===== config.mk =====
export PLATFORM = sky130hd
export DESIGN_NAME = multi_pulse_gen_flat
export DESIGN_NICKNAME = d
export VERILOG_FILES = /design/src/rtl/multi_pulse_gen_pkg.sv /design/src/rtl/multi_pulse_gen_if.sv /design/src/rtl/multi_pulse_gen_pulse_chan.sv /design/src/rtl/multi_pulse_gen.sv /design/src/flat_wrapper.sv
export SDC_FILE = /design/constraint.sdc
export NUM_CORES = 1
export LEC_CHECK = 0
export ABC_AREA = 1
export BUFFER_PORTS_ARGS = -buffer_cell sky130_fd_sc_hd__buf_4
export CAP_MARGIN = 5
export CORE_MARGIN = 1.5
export CORE_UTILIZATION = 46
export CTS_BUF_LIST = sky130_fd_sc_hd__clkbuf_4
export DETAILED_ROUTE_END_ITERATION = 10
export MAX_ROUTING_LAYER = met4
export PLACE_DENSITY = 0.61
export SLEW_MARGIN = 0
export SYNTH_ARGS = -nofsm -noshare
export SYNTH_HDL_FRONTEND = slang
export SYNTH_SLANG_ARGS = --single-unit

===== constraint.sdc =====
create_clock -name clk -period 1.5 [get_ports clk]
set_input_delay 0.075 -clock clk [delete_from_list [all_inputs] [get_ports clk]]
set_output_delay 0.075 -clock clk [all_outputs]
set_load 0.01 [all_outputs]

===== src/rtl/multi_pulse_gen_pkg.sv =====
// Shared types and constants for the multi-channel pulse/PWM generator.
// Optional build macro MULTI_PULSE_GEN_SYNC_START_EN adds a phase-align input.
package multi_pulse_gen_pkg;

  localparam int CNT_W_DEF       = 16;
  localparam int CH_W_MAX        = 4;
  localparam int PERIOD_DISABLED = 0;

  typedef struct packed {
    logic [CH_W_MAX-1:0]  ch;
    logic [CNT_W_DEF-1:0] period;
    logic [CNT_W_DEF-1:0] high;
  } cfg_t;

endpackage


===== src/rtl/multi_pulse_gen_if.sv =====
// Valid/ready configuration write port for multi_pulse_gen.
interface multi_pulse_gen_if
  import multi_pulse_gen_pkg::*;
#(
  parameter int CHANNELS = 4,
  parameter int CNT_W    = CNT_W_DEF
);

  localparam int CH_W = (CHANNELS > 1) ? $clog2(CHANNELS) : 1;

  logic             cfg_valid;
  logic             cfg_ready;
  logic [CH_W-1:0]  cfg_ch;
  logic [CNT_W-1:0] cfg_period;
  logic [CNT_W-1:0] cfg_high;

  modport master (
    output cfg_valid,
    output cfg_ch,
    output cfg_period,
    output cfg_high,
    input  cfg_ready
  );

  modport slave (
    input  cfg_valid,
    input  cfg_ch,
    input  cfg_period,
    input  cfg_high,
    output cfg_ready
  );

endinterface


===== src/rtl/multi_pulse_gen_pulse_chan.sv =====
// One pulse/PWM channel: counter, live period/high, shadow registers and update handshake.
// With MULTI_PULSE_GEN_SYNC_START_EN defined, sync_start restarts the counter and applies any shadow.
module pulse_chan
  import multi_pulse_gen_pkg::*;
#(
  parameter int CNT_W = CNT_W_DEF
) (
  input  logic             clk,
  input  logic             rst,
  input  logic             en,
`ifdef MULTI_PULSE_GEN_SYNC_START_EN
  input  logic             sync_start,
`endif
  input  logic             wr_en,
  input  logic [CNT_W-1:0] wr_period,
  input  logic [CNT_W-1:0] wr_high,
  output logic             pending,
  output logic             out,
  output logic             wrap
);

  logic [CNT_W-1:0] cnt_q, cnt_d;
  logic [CNT_W-1:0] period_q, period_d;
  logic [CNT_W-1:0] high_q, high_d;
  logic [CNT_W-1:0] shadow_period_q, shadow_period_d;
  logic [CNT_W-1:0] shadow_high_q, shadow_high_d;
  logic             pending_q, pending_d;
  logic             out_q, out_d;
  logic             wrap_q, wrap_d;
  logic             apply;

  always_comb begin
    cnt_d           = cnt_q;
    period_d        = period_q;
    high_d          = high_q;
    shadow_period_d = shadow_period_q;
    shadow_high_d   = shadow_high_q;
    pending_d       = pending_q;
    out_d           = out_q;
    wrap_d          = 1'b0;
    apply           = 1'b0;

    // A disabled channel picks up a pending shadow at once, independent of en.
    if (period_q == CNT_W'(PERIOD_DISABLED)) begin
      cnt_d = '0;
      out_d = 1'b0;
      apply = pending_q;
    end else if (en) begin
      out_d = (cnt_q < high_q);
      if (cnt_q == period_q) begin
        cnt_d  = '0;
        wrap_d = 1'b1;
        apply  = pending_q;
      end else begin
        cnt_d = cnt_q + CNT_W'(1);
      end
    end

`ifdef MULTI_PULSE_GEN_SYNC_START_EN
    if (sync_start) begin
      cnt_d  = '0;
      wrap_d = 1'b0;
      apply  = pending_q;
    end
`endif

    if (apply) begin
      period_d  = shadow_period_q;
      high_d    = shadow_high_q;
      pending_d = 1'b0;
    end

    // The top only raises wr_en while pending is low, so this never races apply.
    if (wr_en) begin
      shadow_period_d = wr_period;
      shadow_high_d   = wr_high;
      pending_d       = 1'b1;
    end
  end

  always_ff @(posedge clk or negedge rst) begin
    if (!rst) begin
      cnt_q           <= '0;
      period_q        <= '0;
      high_q          <= '0;
      shadow_period_q <= '0;
      shadow_high_q   <= '0;
      pending_q       <= 1'b0;
      out_q           <= 1'b0;
      wrap_q          <= 1'b0;
    end else begin
      cnt_q           <= cnt_d;
      period_q        <= period_d;
      high_q          <= high_d;
      shadow_period_q <= shadow_period_d;
      shadow_high_q   <= shadow_high_d;
      pending_q       <= pending_d;
      out_q           <= out_d;
      wrap_q          <= wrap_d;
    end
  end

  assign pending = pending_q;
  assign out     = out_q;
  assign wrap    = wrap_q;

endmodule


===== src/rtl/multi_pulse_gen.sv =====
// Multi-channel pulse/PWM generator with glitch-free runtime reconfiguration.
// Define MULTI_PULSE_GEN_SYNC_START_EN to add the sync_start phase-alignment input.
module multi_pulse_gen
  import multi_pulse_gen_pkg::*;
#(
  parameter int CHANNELS = 4,
  parameter int CNT_W    = CNT_W_DEF
) (
  input  logic                clk,
  input  logic                rst,
  input  logic                en,
`ifdef MULTI_PULSE_GEN_SYNC_START_EN
  input  logic                sync_start,
`endif
  multi_pulse_gen_if.slave    cfg,
  output logic [CHANNELS-1:0] out,
  output logic [CHANNELS-1:0] wrap
);

  localparam int CH_W = (CHANNELS > 1) ? $clog2(CHANNELS) : 1;

  logic [CHANNELS-1:0] pending;
  logic [CHANNELS-1:0] wr_sel;
  logic                cfg_ready_d;

  // Channel numbers with no matching channel fall through as accepted-and-dropped.
  always_comb begin
    cfg_ready_d = 1'b1;
    wr_sel      = '0;
    for (int i = 0; i < CHANNELS; i++) begin
      if (cfg.cfg_ch == CH_W'(i)) begin
        cfg_ready_d = !pending[i];
        wr_sel[i]   = cfg.cfg_valid && !pending[i];
      end
    end
  end

  assign cfg.cfg_ready = cfg_ready_d;

  for (genvar g = 0; g < CHANNELS; g++) begin : g_chan
    pulse_chan #(
      .CNT_W(CNT_W)
    ) u_chan (
      .clk        (clk),
      .rst        (rst),
      .en         (en),
`ifdef MULTI_PULSE_GEN_SYNC_START_EN
      .sync_start (sync_start),
`endif
      .wr_en      (wr_sel[g]),
      .wr_period  (cfg.cfg_period),
      .wr_high    (cfg.cfg_high),
      .pending    (pending[g]),
      .out        (out[g]),
      .wrap       (wrap[g])
    );
  end

endmodule

===== src/flat_wrapper.sv =====
// flat-port wrapper written by rule: the top's interface ports become plain ports
module multi_pulse_gen_flat import multi_pulse_gen_pkg::*;
#(
  parameter int CHANNELS = 4,
  parameter int CNT_W    = CNT_W_DEF
)
  (clk, rst, en, out, wrap, cfg_cfg_valid, cfg_cfg_ch, cfg_cfg_period, cfg_cfg_high, cfg_cfg_ready);
  multi_pulse_gen_if #(.CHANNELS(CHANNELS), .CNT_W(CNT_W)) cfg_i ();
  input  logic clk;
  input  logic rst;
  input  logic en;
  output logic [CHANNELS-1:0] out;
  output logic [CHANNELS-1:0] wrap;
  input wire logic [$bits(cfg_i.cfg_valid)-1:0] cfg_cfg_valid;
  input wire logic [$bits(cfg_i.cfg_ch)-1:0] cfg_cfg_ch;
  input wire logic [$bits(cfg_i.cfg_period)-1:0] cfg_cfg_period;
  input wire logic [$bits(cfg_i.cfg_high)-1:0] cfg_cfg_high;
  output wire logic [$bits(cfg_i.cfg_ready)-1:0] cfg_cfg_ready;
  assign cfg_i.cfg_valid = cfg_cfg_valid;
  assign cfg_i.cfg_ch = cfg_cfg_ch;
  assign cfg_i.cfg_period = cfg_cfg_period;
  assign cfg_i.cfg_high = cfg_cfg_high;
  assign cfg_cfg_ready = cfg_i.cfg_ready;
  multi_pulse_gen #(.CHANNELS(CHANNELS), .CNT_W(CNT_W)) u_core (.clk(clk), .rst(rst), .en(en), .cfg(cfg_i), .out(out), .wrap(wrap));
endmodule

[Word level (Yosys, flattened, before mapping)]
Index checks and enable logic that the tools add are counted.
Cells by class
  $add $sub $neg: 4
  order comparisons: 4
  eq/ne operators: 7
  multiplexer cells: 60
  reduce and logical (&&, ||, !) cells: 21
Operators with widths (number)
  16-bit 2-to-1 mux: 12
  16-bit by 1-bit adder with 16-bit output, second input constant: 4
  16-bit equality test: 4
  16-bit logical NOT: 4
  16-bit < comparator: 4
  1-bit 2-to-1 mux: 48
  2-bit nonzero test: 8
  2-bit equality test, second input constant: 2
  1-bit logical AND: 4
  1-bit logical NOT: 4
  2-bit by 1-bit equality test with 1-bit output, second input constant: 1
  2-bit logical NOT: 1
Word-level totals
  register bits: 332
  output and inout port bits: 9
  logic and storage cells: 128

[Depth between registers and ports, before layout]
Gate-level depths: netlist of run 1.
  depth after elaboration: 6
  depth in mapped cells: 12
  mapped depth without buffers: 11

[Modules after synthesis]
A second synthesis of run 1 with hierarchy kept.
Second synthesis, totals
  cells, all modules: 2353
  area total of the unflattened synthesis: 17469.3 µm²
By module, submodules not included
  pulse_chan: instances 4, cells each 583, area an instance 4346.7 µm², sequential area each 2077.0 µm²
  multi_pulse_gen: instances 1, cells each 21, area an instance 82.6 µm², sequential area each 0.0 µm²

[Least setup slack after synthesis of run 1]
Ideal clock, no wire load.
  path type: register to register
  from: register u_core.g_chan[1].u_chan.period_q[15]
  to: register u_core.g_chan[1].u_chan.cnt_q[10]
  setup time: 0.119 ns
  data arrival time: 1.368 ns
  path slack: 0.013 ns
  stages on the path, launching flop included: 11
  buffers on the path: 2
  cell sequence: dfrtp_1 > inv_2 > nand4_1 > nor2_1 > nand2_2 > nand2_2 > buf_6 > buf_4 > nand3_1 > nand2_1 > nor2_1
Between the ends
  cells in the longest elaborated chain, start to end: 4
  elaborated cells between the ends (all ways): 6
  classes of those cells: 1 x eq/ne; 3 x mux; 2 x reduce/logical
Ends and longest elaborated chain
  start: declaration: RTL line multi_pulse_gen_pulse_chan.sv:23  | logic [CNT_W-1:0] period_q, period_d;
  start signal: assignment: RTL line multi_pulse_gen_pulse_chan.sv:93  | period_q <= period_d;
  16-bit equality test: RTL line multi_pulse_gen_pulse_chan.sv:50  | if (cnt_q == period_q) begin
  16-bit 2-to-1 mux: RTL line multi_pulse_gen_pulse_chan.sv:50
  16-bit 2-to-1 mux: RTL line multi_pulse_gen_pulse_chan.sv:48  | end else if (en) begin
  16-bit 2-to-1 mux: RTL line multi_pulse_gen_pulse_chan.sv:44  | if (period_q == CNT_W'(PERIOD_DISABLED)) begin
  end signal: assignment: RTL line multi_pulse_gen_pulse_chan.sv:92  | cnt_q <= cnt_d;
  end: declaration: RTL line multi_pulse_gen_pulse_chan.sv:22  | logic [CNT_W-1:0] cnt_q, cnt_d;
Several ways; a longest one is shown, not always the timed one. The select of a mux whose other input is x is not followed.
A chain may end at the register's enable or synchronous reset.

[Worst setup path after layout of run 1]
  from: register u_core.g_chan[2].u_chan.pending_q
  to: output cfg_cfg_ready
Between the ends
  cells in the longest elaborated chain, start to end: 3
Ends and longest elaborated chain
  start: declaration: RTL line multi_pulse_gen_pulse_chan.sv:27  | logic pending_q, pending_d;
  start signal: assignment: RTL line multi_pulse_gen_pulse_chan.sv:97  | pending_q <= pending_d;
  1-bit logical NOT: RTL line multi_pulse_gen.sv:32  | cfg_ready_d = !pending[i];
  1-bit 2-to-1 mux (2 in a row): RTL line multi_pulse_gen.sv:31  | if (cfg.cfg_ch == CH_W'(i)) begin
  end: declaration: RTL line flat_wrapper.sv:18  | output wire logic [$bits(cfg_i.cfg_ready)-1:0] cfg_cfg_ready;
Every way passes these cells.

==> results of run 1 <==
## worst max path at each step
stage	start	to	slack, ns	depth (start not counted)
6_report	u_core.g_chan[2].u_chan.pending	cfg_cfg_ready	-0.45	4
5_1_grt	u_core.g_chan[1].u_chan.pending	cfg_cfg_ready	-0.53	4
4_1_cts	u_core.g_chan[2].u_chan.pending	cfg_cfg_ready	-0.49	4
3_5_place_dp	u_core.g_chan[0].u_chan.cnt_q[1]	u_core.g_chan[0].u_chan.cnt_q[14]	-0.23	9
3_3_place_gp	u_core.g_chan[1].u_chan.cnt_q[14]	u_core.g_chan[1].u_chan.cnt_q[9]	-0.22	11
2_1_floorplan	u_core.g_chan[1].u_chan.period_q[15]	u_core.g_chan[1].u_chan.cnt_q[10]	0.01	10
## registers in the layout, summed over array words and instances, names as in the netlist
name                                  count
u_core.g_chan.u_chan.high_q              64
u_core.g_chan.u_chan.pending              4
u_core.g_chan.u_chan.out                  4
u_core.g_chan.u_chan.shadow_high_q       64
u_core.g_chan.u_chan.wrap                 4
u_core.g_chan.u_chan.shadow_period_q     64
u_core.g_chan.u_chan.period_q            64
u_core.g_chan.u_chan.cnt_q               64
## what timing repair did
| action | in CTS | in global routing |
|---|---|---|
| setup endpoints to repair | 202 | 206 |
| hold endpoints to repair | 497 | 0 |
| gates cloned | 31 | 3 |
| setup buffers | 112 | 84 |
| pin swaps | 156 | 184 |
| hold buffers | 39 | 0 |
| resized for setup | 404 | 411 |
## routing by layer
layer,up-vias,GRT usage,wire (um)
met2,579,0.484,28700
met1,8362,0.389,24200
met4,0,0.129,2130
met5,-,-,0
li1,8185,-,-
met3,153,0.0640,3750
## logic make-up after synthesis
family	Yosys count
buffers and inverters	383
and+or+nand+nor	1249
xor gates and xnor gates	8
DFF	332
adders and majority gates	64
AOI/OAI and AO/OA	201
## metrics by stage
step | worst slack, ns | hold slack, ns
5_1_grt | -0.534 | 0.188
4_1_cts | -0.487 | 0.143
2_1_floorplan | 0.0127 | -0.221
3_5_place_dp | -0.234 | -0.0287
6_report | -0.452 | 0.205
3_3_place_gp | -0.224 | -0.0256
## cell usage in the layout, fill, tap and decap left out, types with 18 or more instances in the layout
cell	n
o21ai_0	135
ha_1	36
nand3_1	52
ha_4	27
nand2_2	183
inv_2	56
buf_6	73
nor2_4	18
nor2_2	57
dfrtp_2	20
nand2_4	88
inv_1	218
buf_8	19
nor2_1	59
dlygate4sd3_1	38
a21oi_1	29
dfrtp_1	312
buf_12	46
clkbuf_4	126
nand2_1	576
buf_4	301
nand4_1	160
## worst reg2reg max path: cells and delay by family, from the launching register on
family	cells	cell delay (ns)
buf+inv	4	0.46
flops	1	0.46
simple gates	10	0.87
## power groups by stage
stage | Sequential, mW | Combinational, mW | Clock (mW)
2_1_floorplan | 14.5 | 9.24 | 0
3_3_place_gp | 15.3 | 13.3 | 0
3_5_place_dp | 15.3 | 13.7 | 0
4_1_cts | 15.5 | 17.8 | 8.33
5_1_grt | 16.3 | 23.2 | 8.84
6_report | 15.9 | 21.1 | 8.18
## area by class of cell
cell class,count,area [um^2]
Fill cell,2815,11200
Antenna cell,5,12.5
Clock buffer,126,946
Inverter,277,1070
Clock inverter,23,158
Multi-Input combinational cell,1522,9380
Timing Repair Buffer,490,5030
Tap cell,468,586
Sequential cell,332,8330
==> impl_summary.txt, run 1 <==
----------------------------------------------------
[STA]
  Transition time of the tightest slew-check pin ... 0.497 ns
  Setup tns final ... -51.41 ns
  Final cycle utilization of the critical path ... 1.30
  Unrepaired setup endpoints after global routing ... yes
  Fin Clk Skew ... 0.0430 ns
  Max Fclk ... 0.512 GHz
  Minimum period implied by the final worst setup slack ... 1.95 ns
  Setup WS post-layout ... -0.452 ns
  Count of final max-slew check failures ... 0
  Worst slew margin relative to its limit ... 0.668
  Final setup fails ... 199
  Count of final hold-check violations ... 0

[Placed design]
  Dpl cells ... 2888
  Routability cong. ... 0.907
  Quantity of I/O buffers inserted on ports ... 46
  Placement-stage cell area ... 0.0197 mm^2
  Total half-perimeter wirelength after legalization and detailed placement ... 34700 um

[Floorplan]
  Die Footprint ... 0.0386 mm^2
  Number of placement rows ... 70
  Core Box Area ... 0.0367 mm^2
  Die Y-Extent ... 196 um
  Initial cell density of the core ... 0.469
  Chip Width ... 196 um
  Number of top-level pins ... 47

[Clocking]
  Worst-skew pair later-pin latency ... 0.83 ns
  Buffers from clock root to sink, at most ... 3
  CTS buffer count ... 91
  Number of H-tree levels ... 3
  Root buffer cell ... clkbuf_4
  Clock tree from TritonCTS ... yes
  Clock sink count ... 332
  Clock slew at reported path FFs ... 0.07 ns

[Finish]
  Synth-to-Final Area Change ... 48.1%
  Util after Layout ... 0.695
  Post-Layout Inst Area ... 0.0255 mm^2
  Number of standard cells in the layout, taps in and fillers out ... 3243
  Final Net Count ... 2816
  Share of cells above drive strength 1 ... 0.402

[Flow run]
  Max capacitance violation total ... 0

[GRT]
  Pin count of the biggest net entering global routing ... 70
  Initial antenna violation count ... 11
  Global routing usage summed across all routing layers ... 0.308
  Leftover overflow at the end of global routing ... 0
  Number of global-route vias before repair ... 17.0k
  Wire length of the first global-routing pass ... 90000 um

[Pwr]
  Worst vdd ir ... 1.03 mV
  P_int ... 26.7 mW
  Design Power ... 45.2 mW
  Part of the power in the clock network ... 0.181
  Leakage power ... 13.0 nW
  Fraction of power spent switching nets ... 0.410
  Flop pwr share ... 0.352
  Net Sw Power ... 18.5 mW
  Power density over the cells ... 1770 mW/mm^2
  Comb power frac ... 0.467

[Yosys]
  Most numerous cell types in the synthesized netlist ... 839 x nand2_1, 332 x dfrtp_1, 260 x inv_1, 160 x nand4_1, 148 x o21ai_0
  Main flop type after synthesis ... dfrtp_1
  Simple logic cell fraction of the synthesized area ... 0.310
  Summed instance area of the synthesized netlist ... 0.0172 mm^2
  Share of the synthesized area in compound gates (AO/OA/AOI/OAI) ... 0.0595
  Xor-xnor portion of the synthesized cell area ... 0.00407
  Cell type contributing the most total cell area after synthesis ... dfrtp_1
  Warnings, synthesis ... 0
  Main combinational cell family by area after synthesis ... simple AND/OR/NAND/NOR gates
  Area share of fa/ha/maj cells after synthesis ... 0.0465
  Synthesized instance count ... 2237
  Number of enable-type register cells in the synthesized netlist ... 0
  Cell types occupying the most area after synthesis ... dfrtp_1 48%, nand2_1 18%, nand4_1 5.8%
  Post-synthesis sequential area ratio ... 0.483
  Mux contribution to synthesized area ... 0
  Average cell area after synthesis ... 7.70 um^2
  Mapped Nets ... 2339
  Register bit total from synthesis ... 332
  Share of synthesized flip-flops with an asynchronous set or reset ... 1.00
  Share of the synthesized area in the top cell type ... 0.483
  Most frequent cell after synthesis ... nand2_1
  Post-synthesis cell type count ... 30

[Min path]
  Hold Crit Depth ... 4
  Path class of the lowest-slack min-delay path ... input pin to flip-flop
  Endpoint, Worst Hold ... u_core.g_chan[1].u_chan.shadow_high_q[10]
  Hold Startpoint ... cfg_cfg_high[10]

[Setup path]
  Standard cell with the maximum stage delay on the critical path ... dfrtp_1
  Worst reg-to-reg setup slack ... -0.42 ns
  Family with the most delay on the worst path ... flip-flops
  Startpoint kind of the worst setup timing path ... flip-flop
  Category of the critical setup timing path ... flip-flop to output port
  Path depth of the worst reg2reg path ... 14
  CP arrival ... 1.88 ns
  Required time of the critical path ... 1.42 ns
  Reg-to-reg critical path startpoint ... u_core.g_chan[0].u_chan.period_q[3]
  Type of element capturing the critical path ... output port
  FF-to-FF End ... u_core.g_chan[0].u_chan.pending
  Series of cell instances along the critical path ... nor2_2 -> o31ai_2 -> o21ai_2 -> buf_4
  Bufs and invs on worst path ... 1
  Largest stage delay on the critical path ... 0.42 ns
  Highest fanout seen on the critical path ... 2

[Detailed routing]
  Remaining DRCs ... 0
  Per-cell routed wire length ... 18.1 um
  Antenna-violating nets left ... 0
  Via density per instance ... 5.33
  Total number of vias ... 17.3k
  Routed WL ... 58800 um
  Number of detailed-routing iterations run before antenna repair ... 6
  Violation count after the first detailed-route iteration ... 1097

[Outcome]
  Status ... finished with violations
  Failing checks ... setup timing

----------------------------------------------------
No activity file was read; power rests on OpenSTA's default activity.
==> run 2, diff against run 1 <==
- CTS_BUF_LIST: sky130_fd_sc_hd__clkbuf_4 -> not set
==> run 2 against run 1 <==
Net effect:
- sequential cell count unchanged
- cell count fell by 4.6%
- maximum frequency grew 9.8%
- clock-buffer cell count decreased by 76
- the flow still finishes with violations (setup timing)
- worst hold slack got worse by 0.18 ns
- die area did not move
- cell area down 3.2%
- via count is 5.2% lower
- worst setup slack improved by 0.17 ns
- largest power group unchanged
- non-clock buffer count down 66
==> impl_summary.txt, run 2 (synthesized netlist as in run 1, its figures left out) <==
----------------------------------------------------
[Outcome]
  Status ... finished with violations
  Failing checks ... setup timing

[GRT]
  Global-route track usage on met3 ... 0.0419
  Met2 usage in global routing ... 0.441
  Pin count of the biggest net entering global routing ... 70
  Wire length of the first global-routing pass ... 83400 um
  Initial antenna violation count ... 9
  Global routing usage summed across all routing layers ... 0.283
  Leftover overflow at the end of global routing ... 0
  Peak-usage layer in the global routing report ... met2
  Number of global-route vias before repair ... 15.6k
  Met1 GRT Util ... 0.379

[Placed design]
  Total half-perimeter wirelength after legalization and detailed placement ... 34700 um
  Quantity of I/O buffers inserted on ports ... 46
  Routability cong. ... 0.907
  Setup Slack @ Placement ... -0.234 ns
  Dpl cells ... 2888
  Placement-stage cell area ... 0.0197 mm^2

[Pwr]
  Design Power ... 44.8 mW
  Power density over the cells ... 1810 mW/mm^2
  Worst vdd ir ... 0.922 mV
  Leakage power ... 12.6 nW

[STA]
  Count of final max-slew check failures ... 0
  Final cycle utilization of the critical path ... 1.18
  Max Fclk ... 0.563 GHz
  Worst slew margin relative to its limit ... 0.675
  Setup tns final ... -38.57 ns
  Transition time of the tightest slew-check pin ... 0.487 ns
  Final setup fails ... 197
  Count of final hold-check violations ... 0
  Fin Clk Skew ... 0.0120 ns
  Unrepaired setup endpoints after global routing ... yes
  Minimum period implied by the final worst setup slack ... 1.78 ns
  Setup WS post-layout ... -0.277 ns
  Worst hold margin ... 0.0269 ns

[Floorplan]
  Die Footprint ... 0.0386 mm^2
  Die Y-Extent ... 196 um
  Initial cell density of the core ... 0.469
  Core Box Area ... 0.0367 mm^2
  Number of top-level pins ... 47
  Chip Width ... 196 um
  Number of placement rows ... 70

[Clocking]
  Clock slew at reported path FFs ... 0.06 ns
  CTS buffer count ... 39
  Clock sink count ... 332
  Worst-skew pair later-pin latency ... 0.54 ns
  Root buffer cell ... clkbuf_16
  Number of H-tree levels ... 2
  Buffers from clock root to sink, at most ... 3
  Clock tree from TritonCTS ... yes

[Finish]
  Register Area ... 0.00834 mm^2
  Number of standard cells in the layout, taps in and fillers out ... 3093
  Most common library cell in the layout ignoring fill and taps ... nand2_1
  Most frequent cells in the layout ... 653 x nand2_1, 309 x dfrtp_1, 283 x buf_4, 229 x inv_1, 160 x nand4_1
  Synth-to-Final Area Change ... 43.5%
  Fill cells ... 2903
  Final Net Count ... 2700
  Diodes inserted ... 0
  Util after Layout ... 0.673
  Post-Layout Inst Area ... 0.0247 mm^2
  Share of cells above drive strength 1 ... 0.341
  Multi-input gate area in the final layout ... 0.00914 mm^2

[Setup path]
  Highest fanout seen on the critical path ... 9
  CP arrival ... 2.20 ns
  Startpoint kind of the worst setup timing path ... flip-flop
  Type of element capturing the critical path ... flip-flop
  Required time of the critical path ... 1.92 ns
  Category of the critical setup timing path ... flip-flop to flip-flop

[Min path]
  Path class of the lowest-slack min-delay path ... input pin to flip-flop

[Detailed routing]
  Total number of vias ... 16.4k
  Violation count after the first detailed-route iteration ... 1041
  Number of detailed-routing iterations run before antenna repair ... 6
  Remaining DRCs ... 0
  Per-cell routed wire length ... 17.7 um
  Via density per instance ... 5.29
  Routed WL ... 54800 um
  Antenna-violating nets left ... 0

[Flow run]
  Max capacitance violation total ... 0

----------------------------------------------------
-- run 2: cell types whose count changed in the layout (fill, tap and decap cells not counted), moves of 12 or more --
| cell | before | now |
|---|---|---|
| clkinv_1 | 13 | 0 |
| nand2_4 | 88 | 64 |
| inv_2 | 56 | 43 |
| nor2_2 | 57 | 41 |
| clkbuf_4 | 126 | 0 |
| buf_8 | 19 | 7 |
| nand2_2 | 183 | 128 |
| nand2_1 | 576 | 653 |
| nor2_1 | 59 | 74 |
| buf_6 | 73 | 61 |
| clkbuf_16 | 2 | 52 |
| buf_12 | 46 | 29 |
| buf_4 | 301 | 283 |
-- run 2: worst max-delay path, cell delays in order (launching register included) --
cell and delay [ns]:
dfrtp_1 0.42, inv_1 0.08, nand2_1 0.08, nand2_1 0.08, nor2_2 0.12, nand2_1 0.08
nor2_2 0.12, nand2_2 0.11, nand2_8 0.10, nand3_4 0.14, clkbuf_16 0.22, nand2_1 0.05
nand2_1 0.05
-- run 2: where the power goes --
part	internal [mW]	total, mW	switching, mW
combinational	8.47	18.9	10.5
sequential	12.7	15.7	3.07
clock	6.17	10.1	3.93
-- run 2: cell type report --
cell class | count | share of cell area
tap | 468 | 0.0237
clock inverter | 18 | 0.00922
inverter | 277 | 0.0432
multi-input combinational | 1524 | 0.370
timing repair buffer | 424 | 0.171
clock buffer | 50 | 0.0457
sequential | 332 | 0.337
-- run 2: per-layer routing --
metal | routed length [um] | vias up
met1 | 23700 | 7948
met4 | 1750 | 0
met2 | 26100 | 455
met3 | 3190 | 101
li1 | - | 7869
met5 | 0 | -
-- run 2: worst paths after layout --
kind | startpoint | endpoint | slack (ns) | cells past startpoint
worst min-delay path | en | u_core.g_chan[1].u_chan.out | 0.03 | 5
max in group asynchronous | rst | u_core.g_chan[2].u_chan.wrap | 0.18 | 4
worst min register to register | u_core.g_chan[1].u_chan.high_q[1] | u_core.g_chan[1].u_chan.high_q[1] | 0.47 | 2
worst max-delay path | u_core.g_chan[0].u_chan.cnt_q[1] | u_core.g_chan[0].u_chan.period_q[2] | -0.28 | 12
min in group asynchronous | rst | u_core.g_chan[2].u_chan.cnt_q[1] | 0.55 | 3
worst max register to register | u_core.g_chan[0].u_chan.cnt_q[1] | u_core.g_chan[0].u_chan.period_q[2] | -0.28 | 12
-- run 2: timing repair --
action / in CTS / in global routing
endpoints found under the setup margin: 201 / 204
setup buffers: 42 / 67
gates cloned: 12 / 13
resized for setup: 246 / 366
pin swaps: 115 / 137
endpoints found under the hold margin: 409 / 0
hold buffers: 27 / 0
